[src/rtl/div_pkg.sv]
// Shared definitions for the non-restoring divider: default width and FSM encoding.
package div_pkg;

    localparam int unsigned DIV_W = 24;

    typedef enum logic [1:0] {
        IDLE = 2'd0,
        CALC = 2'd1,
        FIX  = 2'd2,
        DONE = 2'd3
    } div_state_e;

endpackage

[src/rtl/div_addsub.sv]
// Combinational (W+1)-bit adder/subtractor; ctrl=1 subtracts b via inversion plus carry-in.
module div_addsub
    import div_pkg::*;
#(
    parameter int unsigned W = DIV_W
) (
    input  logic [W:0] a,
    input  logic [W:0] b,
    input  logic       ctrl,
    output logic [W:0] sum_c
);

    assign sum_c = a + (ctrl ? ~b : b) + (W + 1)'(ctrl);

endmodule

[src/rtl/div24_nonrestoring.sv]
// Iterative non-restoring unsigned divider, one quotient bit per cycle, with a final
// remainder-correction cycle and a valid/ready handshake on both sides.
module div24_nonrestoring
    import div_pkg::*;
#(
    parameter int unsigned W = DIV_W
) (
    input  logic         clk,
    input  logic         rst,
    input  logic         in_valid,
    output logic         in_ready,
    input  logic [W-1:0] dividend,
    input  logic [W-1:0] divisor,
    output logic         out_valid,
    input  logic         out_ready,
    output logic [W-1:0] quotient,
    output logic [W-1:0] remainder,
    output logic         div_by_zero
);

    localparam int unsigned CNT_W = (W > 1) ? $clog2(W) : 1;
    localparam logic [CNT_W-1:0] CNT_LAST = CNT_W'(W - 1);

    div_state_e     state_q, state_d;
    logic [W:0]     p_q, p_d;
    logic [W-1:0]   q_q, q_d;
    logic [W-1:0]   d_q, d_d;
    logic [CNT_W-1:0] cnt_q, cnt_d;

    logic           in_ready_d, out_valid_d, dbz_d;
    logic [W-1:0]   quotient_d, remainder_d;

    logic [W:0]     p_shift;
    logic [W:0]     add_a, add_b, add_sum_c;
    logic           add_sub;

    assign p_shift = {p_q[W-1:0], q_q[W-1]};

    // Shared adder: shifted step in CALC (sub if P non-negative), plain P+D in FIX.
    always_comb begin
        add_a   = p_shift;
        add_b   = {1'b0, d_q};
        add_sub = ~p_q[W];
        if (state_q == FIX) begin
            add_a   = p_q;
            add_sub = 1'b0;
        end
    end

    div_addsub #(.W(W)) u_addsub (
        .a     (add_a),
        .b     (add_b),
        .ctrl  (add_sub),
        .sum_c (add_sum_c)
    );

    // Next-state and next-output logic.
    always_comb begin
        state_d     = state_q;
        p_d         = p_q;
        q_d         = q_q;
        d_d         = d_q;
        cnt_d       = cnt_q;
        in_ready_d  = in_ready;
        out_valid_d = out_valid;
        quotient_d  = quotient;
        remainder_d = remainder;
        dbz_d       = div_by_zero;

        case (state_q)
            IDLE: begin
                if (in_valid && in_ready) begin
                    in_ready_d = 1'b0;
                    if (divisor == '0) begin
                        state_d     = DONE;
                        quotient_d  = '1;
                        remainder_d = dividend;
                        dbz_d       = 1'b1;
                        out_valid_d = 1'b1;
                    end else begin
                        state_d = CALC;
                        p_d     = '0;
                        q_d     = dividend;
                        d_d     = divisor;
                        cnt_d   = '0;
                        dbz_d   = 1'b0;
                    end
                end
            end
            CALC: begin
                p_d   = add_sum_c;
                q_d   = {q_q[W-2:0], ~add_sum_c[W]};
                cnt_d = cnt_q + CNT_W'(1);
                if (cnt_q == CNT_LAST) begin
                    state_d = FIX;
                    cnt_d   = '0;
                end
            end
            FIX: begin
                p_d         = p_q[W] ? add_sum_c : p_q;
                state_d     = DONE;
                quotient_d  = q_q;
                remainder_d = p_q[W] ? add_sum_c[W-1:0] : p_q[W-1:0];
                out_valid_d = 1'b1;
            end
            DONE: begin
                if (out_ready) begin
                    state_d     = IDLE;
                    out_valid_d = 1'b0;
                    in_ready_d  = 1'b1;
                end
            end
            default: begin
                state_d     = IDLE;
                in_ready_d  = 1'b1;
                out_valid_d = 1'b0;
            end
        endcase
    end

    // State and datapath registers; reset wins over any handshake.
    always_ff @(posedge clk) begin
        if (rst) begin
            state_q     <= IDLE;
            p_q         <= '0;
            q_q         <= '0;
            d_q         <= '0;
            cnt_q       <= '0;
            in_ready    <= 1'b1;
            out_valid   <= 1'b0;
            quotient    <= '0;
            remainder   <= '0;
            div_by_zero <= 1'b0;
        end else begin
            state_q     <= state_d;
            p_q         <= p_d;
            q_q         <= q_d;
            d_q         <= d_d;
            cnt_q       <= cnt_d;
            in_ready    <= in_ready_d;
            out_valid   <= out_valid_d;
            quotient    <= quotient_d;
            remainder   <= remainder_d;
            div_by_zero <= dbz_d;
        end
    end

endmodule

[config.mk]
export PLATFORM = sky130hd
export DESIGN_NAME = div24_nonrestoring
export DESIGN_NICKNAME = d
export VERILOG_FILES = /design/src/rtl/div_pkg.sv /design/src/rtl/div_addsub.sv /design/src/rtl/div24_nonrestoring.sv
export SDC_FILE = /design/constraint.sdc
export NUM_CORES = 1
export LEC_CHECK = 0
export CAP_MARGIN = 10
export CORE_MARGIN = 4
export CORE_UTILIZATION = 39
export DETAILED_ROUTE_END_ITERATION = 16
export GPL_TIMING_DRIVEN = 0
export PLACE_DENSITY = 0.65
export REMOVE_ABC_BUFFERS = 1
export SLEW_MARGIN = 20
export SYNTH_ARGS = -nofsm -noshare
export SYNTH_HDL_FRONTEND = slang
export SYNTH_SLANG_ARGS = --single-unit
[constraint.sdc]
create_clock -name clk -period 5.5 [get_ports clk]
set_input_delay 0.825 -clock clk [delete_from_list [all_inputs] [get_ports clk]]
set_output_delay 0.825 -clock clk [all_outputs]
set_load 0.1 [all_outputs]
==> results.md, run 1 <==
* Status: finished clean
* Fin area at 9348 µm²
* Register-to-Register Setup Slack at 1.36 ns
* Layout cells sized above 1 at 9.035%
* Avg Synthesized Cell Area at 8.354 µm²
* Critical Path AT at 4.45 ns
* CTS tree: built
* Worst R2R End: p_q[24]
* Number of synthesized flops with an enable pin at 0
* Global route total overflow at 0
* Yosys top cell area share at 34.88%
* Clk sink count at roughly 130
* CORE AREA at around 19000 µm²
* Hold Path End: quotient[14]
* Chip height at around 150 µm
* Setup Slack @ Placement at around 1.2 ns
* Inst Count DP at 1203
* Routed WL at 20030 µm
* PortBufs at just over 100
* Cell Area, Synth at 7518 µm²
* Synth top area cells: dfxtp_1, mux2i_1, nor2_1
* Worst IR Drop VDD at 0.2394 mV
* Most common cell after layout, fill and taps aside: dfxtp_1
* DP Wirelength at 14530 µm
* Worst slew pin tran at 1.023 ns
* Crit path max-delay family: compound AO/OA/AOI/OAI gates
* N_diodes at 0
* Initial Util at roughly two fifths
* Routed length per instance at 16.23 µm
* HP Class: flop to flop
* Period minus WS final at 4.136 ns
* Crit. Startpoint: state_q[0]
* R2R cell count at 15
* Non-filler cells, final at about 1200
* Utilization after layout at between 40% and 50%
* Area Growth Syn to Fin at 24.33%
* Clock skew at 0.008589 ns
* H-tree Lvls at 4
* Root Driver: clkbuf_16
* Startpoint Class: flop
* Final hold vios at 0
* Distinct cells, synth at 67
* Final setup violation count at 0
* Maximum fanout along the worst path at 38
* Ys Warns at 0
* PwrDens at 623.7 nW/µm²
* Clk buf depth at 2
* DRT Pass-1 Iters at 5
* Largest net degree at the start of global routing at 74
* Critical path cell sequence: inv_1 > ha_4 > buf_12 > mux2_4 > nand2_1 > o31ai_1 > fa_1 > a21o_1 > a21oi_2 > nor3_2 > nor4b_1 > o31ai_1 > a211oi_1 > o311ai_1 > a311oi_1
* Leak at about 3.4 nW
* GP Congestion at 0.8447
* Antenna violations before repair at 0
* CP Capture Type: flop
* DRC at 0
* Placed inst area at 8805 µm²
* Commonest non-fill, non-tap cells in the layout: dfxtp_1, nor2_1, clkdlybuf4s50_1
* Crit share post-route at between 70% and 80%
* Initial DRC Count at between 300 and 400
* Via Count at 6787
* Seq/Total Area, Yosys at 34.88%
* Max Cap Viol at 0
* Yosys top cell by area: dfxtp_1
* CTS Hold Bufs at 0
* RSZ-0062 raised after global routing: no
* Synth Instances at 900
* I/O Pins at just over 100
* Die Wd at between 100 and 150 µm
* Worst slew margin relative to its limit at 31.79%
* Asr flop ratio synth at 0%
* First-pass GRT wire length at 32350 µm
* Site row count at 50
* Critical path depth at 15
* Nets at 1043
* Post-CTS sizing at 0
* Fillers at 1827
* Worst-Skew Late Latency at approximately 0.42 ns
* Antenna-violating nets left at 0
* Die area at 21560 µm²
* Synth Register Bits at 131
* Setup ws final at approximately 1.4 ns
* Gr usage total at approximately 18%
* Vias per std cell at between 5 and 6
* Synth Flop Type: dfxtp_1
* Max Slew Vio Count at 0
* CP peak stage delay at between 0.5 and 0.6 ns
* CTS clk-pin slew, worst paths at 0.06 ns
* Vias in the first global route at 6295
* Critical path buffer and inverter count at 2
* FF-to-FF Start: state_q[0]
* Critical path's slowest cell: nor4b_1
* Critical path type: flop to flop
* Most used cell, CP: o31ai_1
* Post CTS Setup Buffer Count at 0
* Inserted Clock Buffers at 17
* Fmax at 0.2418 GHz
* CP Data Required Time at slightly below 6 ns
* Hold Path Origin: quotient[14]
* Hold Path Cell Cnt at 2
[cells in the mapped netlist (all sizes together) (10+ instances only)]
master and instances:
inv 10, mux2i 60, xnor2 12, nand3 11, dfxtp 131, mux2 27
nor3 15, clkbuf 50, o21ai 53, a211oi 43, ha 28, a22oi 19
nand2 72, nor2 116, buf 17, a21o 13, a21oi 72, xor2 28
[routing by layer]
metal	global-route usage [%]	wire, µm	vias up
met5	0	0	-
met4	5.127	276	0
met3	3.516	1119	22
met2	28.23	8953	189
met1	25.59	9676	3170
li1	-	-	3406
[layout make-up]
| type | instances | area (µm²) | area share, % |
|---|---|---|---|
| repair buffers | 110 | 1192 | 12.76 |
| clock buffers | 18 | 429.2 | 4.591 |
| inverters | 11 | 41.29 | 0.4417 |
| flip-flops and latches | 131 | 2624 | 28.07 |
| well taps | 260 | 325.3 | 3.480 |
| multi-input cells | 691 | 4622 | 49.44 |
| clock inverters | 13 | 113.9 | 1.218 |
[report_power, final]
group          switching, mW  internal (mW)
sequential             0.152           1.15
clock                  0.438          0.617
combinational           2.20           1.27
total                   2.79           3.04
[worst register-to-register path: cells and delay by family (launching register included)]
kind            cells  cell delay, ns
compound gates      7            1.42
flops               1            0.34
fa+ha+maj           2            0.85
buf+inv             2            0.39
simple gates        3            0.68
mux                 1            0.37
[through the flow]
step	power, mW	setup TNS (ns)	hold slack [ns]
global route	6.214	0	0.4719
detailed placement	4.760	0	0.4437
finish	5.830	0	0.4458
global placement	4.644	-70.48	0.4391
floorplan	3.892	0	0.4431
CTS	5.824	0	0.4519
[worst max-delay path by stage]
stage / endpoint / slack [ns]
floorplan: remainder[23] / 0.15
global placement: remainder[5] / -1.69
detailed placement: p_q[21] / 1.18
CTS: p_q[24] / 1.37
global route: p_q[24] / 1.14
finish: p_q[24] / 1.36
[kinds of logic (layout without fill, tap and decap cells)]
logic type	Yosys count	in the layout	synth area share, %
and+or+nand+nor	275	275	16.86
AOI/OAI and AO/OA	260	260	22.50
DFF	131	131	34.88
muxes	87	87	12.08
buffers and inverters	78	152	4.094
xor gates and xnor gates	40	40	4.660
adders and majority gates	29	29	4.926
[sequential cells by signal, indices dropped and copies added, names as in the netlist]
register / count
in_ready: 1
cnt_q: 5
quotient: 24
d_q: 24
q_q: 24
out_valid: 1
div_by_zero: 1
p_q: 25
remainder: 24
state_q: 2
No activity file was read; power rests on OpenSTA's default activity.
==> run 2, diff against run 1 <==
clock period = 4.18 ns   (was 5.5 ns; I/O delays follow)
==> results.md, run 2 (synthesis results as in run 1) <==
* Status: finished clean
* Setup Slack @ Placement at 0.05648 ns (-1.122 ns)
* N_diodes at 0 (unchanged)
* Gr usage total at 18.12% (unchanged)
* Worst R2R End: remainder[23]
* CP peak stage delay at 0.47 ns (-0.04 ns)
* RSZ-0062 raised after global routing: no
* Hold Path Cell Cnt at 2 (unchanged)
* Clk buf depth at 2 (unchanged)
* Initial Util at 39.93% (unchanged)
* Met2 Usage GRT at 28.23% (unchanged)
* Register-to-Register Setup Slack at 0.26 ns (-1.10 ns)
* Fillers at 1825 (-0.11%)
* FF/Latch Area at 2624 µm² (unchanged)
* Antenna violations before repair at 0 (unchanged)
* Site row count at 50 (unchanged)
* Non-filler cells, final at 1235 (+0.081%)
* Layout cells sized above 1 at 9.333% (+0.30 points)
* Crit share post-route at 93.69% (+18 points)
* Global route total overflow at 0 (unchanged)
* Most flop-heavy register: p_q
* Critical path buffer and inverter count at 2 (unchanged)
* Worst IR Drop VDD at 0.3044 mV (+27%)
* PortBufs at 102 (unchanged)
* Die Wd at 146.8 µm (unchanged)
* Final hold vios at 0 (unchanged)
* Portion of total power attributed to sequential cells at 22.3% (about the same)
* Gate power share at 59.7% (about the same)
* Vias in the first global route at 6295 (unchanged)
* CP Data Required Time at 4.45 ns (-1.37 ns)
* Most common cell after layout, fill and taps aside: dfxtp_1
* FF-to-FF Start: state_q[0]
* M3 GR Usage at 3.516% (unchanged)
* Period minus WS final at 3.916 ns (-0.2200 ns)
* Hold Path End: quotient[14]
* HP Class: flop to flop
* First-pass GRT wire length at 32350 µm (unchanged)
* Via Count at 6734 (-0.78%)
* Startpoint Class: flop
* R2R cell count at 13 (-2)
* Final setup violation count at 0 (unchanged)
* CP Capture Type: flop
* Internal power at 4.014 mW (+32%)
* Inserted Clock Buffers at 17 (unchanged)
* Grt met1 use at 25.59% (unchanged)
* Clk pwr share at 18.0% (about the same)
* Initial DRC Count at 405 (+3.1%)
* Max Slew Vio Count at 0 (unchanged)
* I/O Pins at 103 (unchanged)
* CTS Hold Bufs at 0 (unchanged)
* Critical path depth at 13 (-2)
* Worst slew margin relative to its limit at 31.62% (-0.17 points)
* DRT Pass-1 Iters at 5 (unchanged)
* Largest net degree at the start of global routing at 74 (unchanged)
* Fmax at 0.2554 GHz (+5.6%)
* Max reg flops at 25 (unchanged)
* Area of the multi-input gates at 4633 µm² (+0.24%)
* Net Sw Frac at 47.77% (-0.096 points)
* Area Growth Syn to Fin at 24.58%
* Chip height at 146.8 µm (unchanged)
* Inst Count DP at 1203 (unchanged)
* Setup ws final at 0.2639 ns (-1.100 ns)
* DP Wirelength at 14530 µm (unchanged)
* Antenna-violating nets left at 0 (unchanged)
* Routed WL at 20050 µm (about the same)
* H-tree Lvls at 4 (unchanged)
* GP Congestion at 0.8447 (unchanged)
* Critical path's slowest cell: or4_1
* Switching pwr at 3.671 mW (+32%)
* Routed length per instance at 16.23 µm (about the same)
* Hold Path Origin: quotient[14]
* CTS tree: built
* Worst-Skew Late Latency at 0.42 ns (about the same)
* Vias per std cell at 5.453 (-0.86%)
* Critical path cell sequence: inv_1 > ha_4 > buf_12 > mux2_2 > ha_1 > nor4b_2 > a311oi_2 > o22ai_1 > o31a_1 > a21o_1 > or4_1 > nand4_1 > a31oi_1
* Clk sink count at 131 (unchanged)
* Maximum fanout along the worst path at 38 (unchanged)
* Leak at 3.443 nW (+0.27%)
* PwrDens at 820.5 nW/µm² (+32%)
* Crit path max-delay family: compound AO/OA/AOI/OAI gates
* Max Cap Viol at 0 (unchanged)
* Critical path type: flop to flop
* DRC at 0 (unchanged)
* Commonest non-fill, non-tap cells in the layout: dfxtp_1, nor2_1, clkdlybuf4s50_1
* Most used routing layer: met2
* Nets at 1044 (+0.096%)
* CTS clk-pin slew, worst paths at 0.06 ns (about the same)
* Critical Path AT at 4.18 ns (-0.27 ns)
* Worst slew pin tran at 1.026 ns (+0.002603 ns)
* Clock skew at 0.006497 ns (-0.002093 ns)
* Fin Setup TNS at 0 ns (unchanged)
* CORE AREA at 18830 µm² (unchanged)
* Root Driver: clkbuf_16
* Die area at 21560 µm² (unchanged)
==> run 2: cell count changes in the layout (fill, tap and decap cells not counted), sizes merged <==
cell  before  now
buf        9   10
==> run 2: area by class of cell <==
cell class | count | share of cell area, %
flip-flops and latches | 131 | 28.01
well taps | 260 | 3.473
clock buffers | 18 | 4.582
clock inverters | 13 | 1.216
inverters | 11 | 0.4408
multi-input cells | 691 | 49.47
repair buffers | 111 | 12.81
==> run 2: stage by stage <==
stage          area [µm²]  power [mW]  utilization [%]  hold WS, ns
6_report             9366       7.685            49.74       0.4461
3_5_place_dp         8805       6.263            46.76       0.4437
3_3_place_gp         8598       6.110            45.66       0.4391
2_1_floorplan        7252       5.122                -       0.4431
4_1_cts              9348       7.663            49.64       0.4519
5_1_grt              9366       8.207            49.74       0.4719
==> run 2: repair_timing <==
action	in CTS	in global routing
resized for setup	0	2
setup endpoints to repair	0	6
buffers inserted	0	1
==> run 2: power groups by stage <==
| stage | Combinational [mW] | Sequential (mW) | Clock, mW |
|---|---|---|---|
| after floorplan | 2.88 | 2.25 | 0 |
| after global routing | 5.00 | 1.75 | 1.46 |
| after CTS | 4.55 | 1.71 | 1.41 |
| final | 4.59 | 1.71 | 1.38 |
| after global placement | 4.37 | 1.74 | 0 |
| after detailed placement | 4.52 | 1.74 | 0 |
==> run 2: worst reg2reg max path: stages (launching register included) <==
cell	delay, ns
dfxtp_1	0.33
inv_1	0.13
ha_4	0.32
buf_12	0.24
mux2_2	0.41
ha_1	0.34
nor4b_2	0.18
a311oi_2	0.36
o22ai_1	0.17
o31a_1	0.34
a21o_1	0.24
or4_1	0.47
nand4_1	0.13
a31oi_1	0.10
==> run 2: per-layer routing <==
layer	share of wire, %	vias up
li1	-	3401
met1	48	3133
met2	45	180
met3	5.7	20
met4	1.4	0
met5	0	-
==> run 2: worst max path at each step <==
| stage | startpoint | end | slack, ns |
|---|---|---|---|
| 3_3_place_gp | state_q[0] | p_q[23] | -2.95 |
| 3_5_place_dp | divisor[17] | p_q[21] | 0.06 |
| 5_1_grt | state_q[0] | remainder[14] | 0.009 |
| 4_1_cts | state_q[0] | p_q[24] | 0.05 |
| 2_1_floorplan | state_q[0] | remainder[23] | -1.17 |
| 6_report | state_q[0] | remainder[23] | 0.26 |
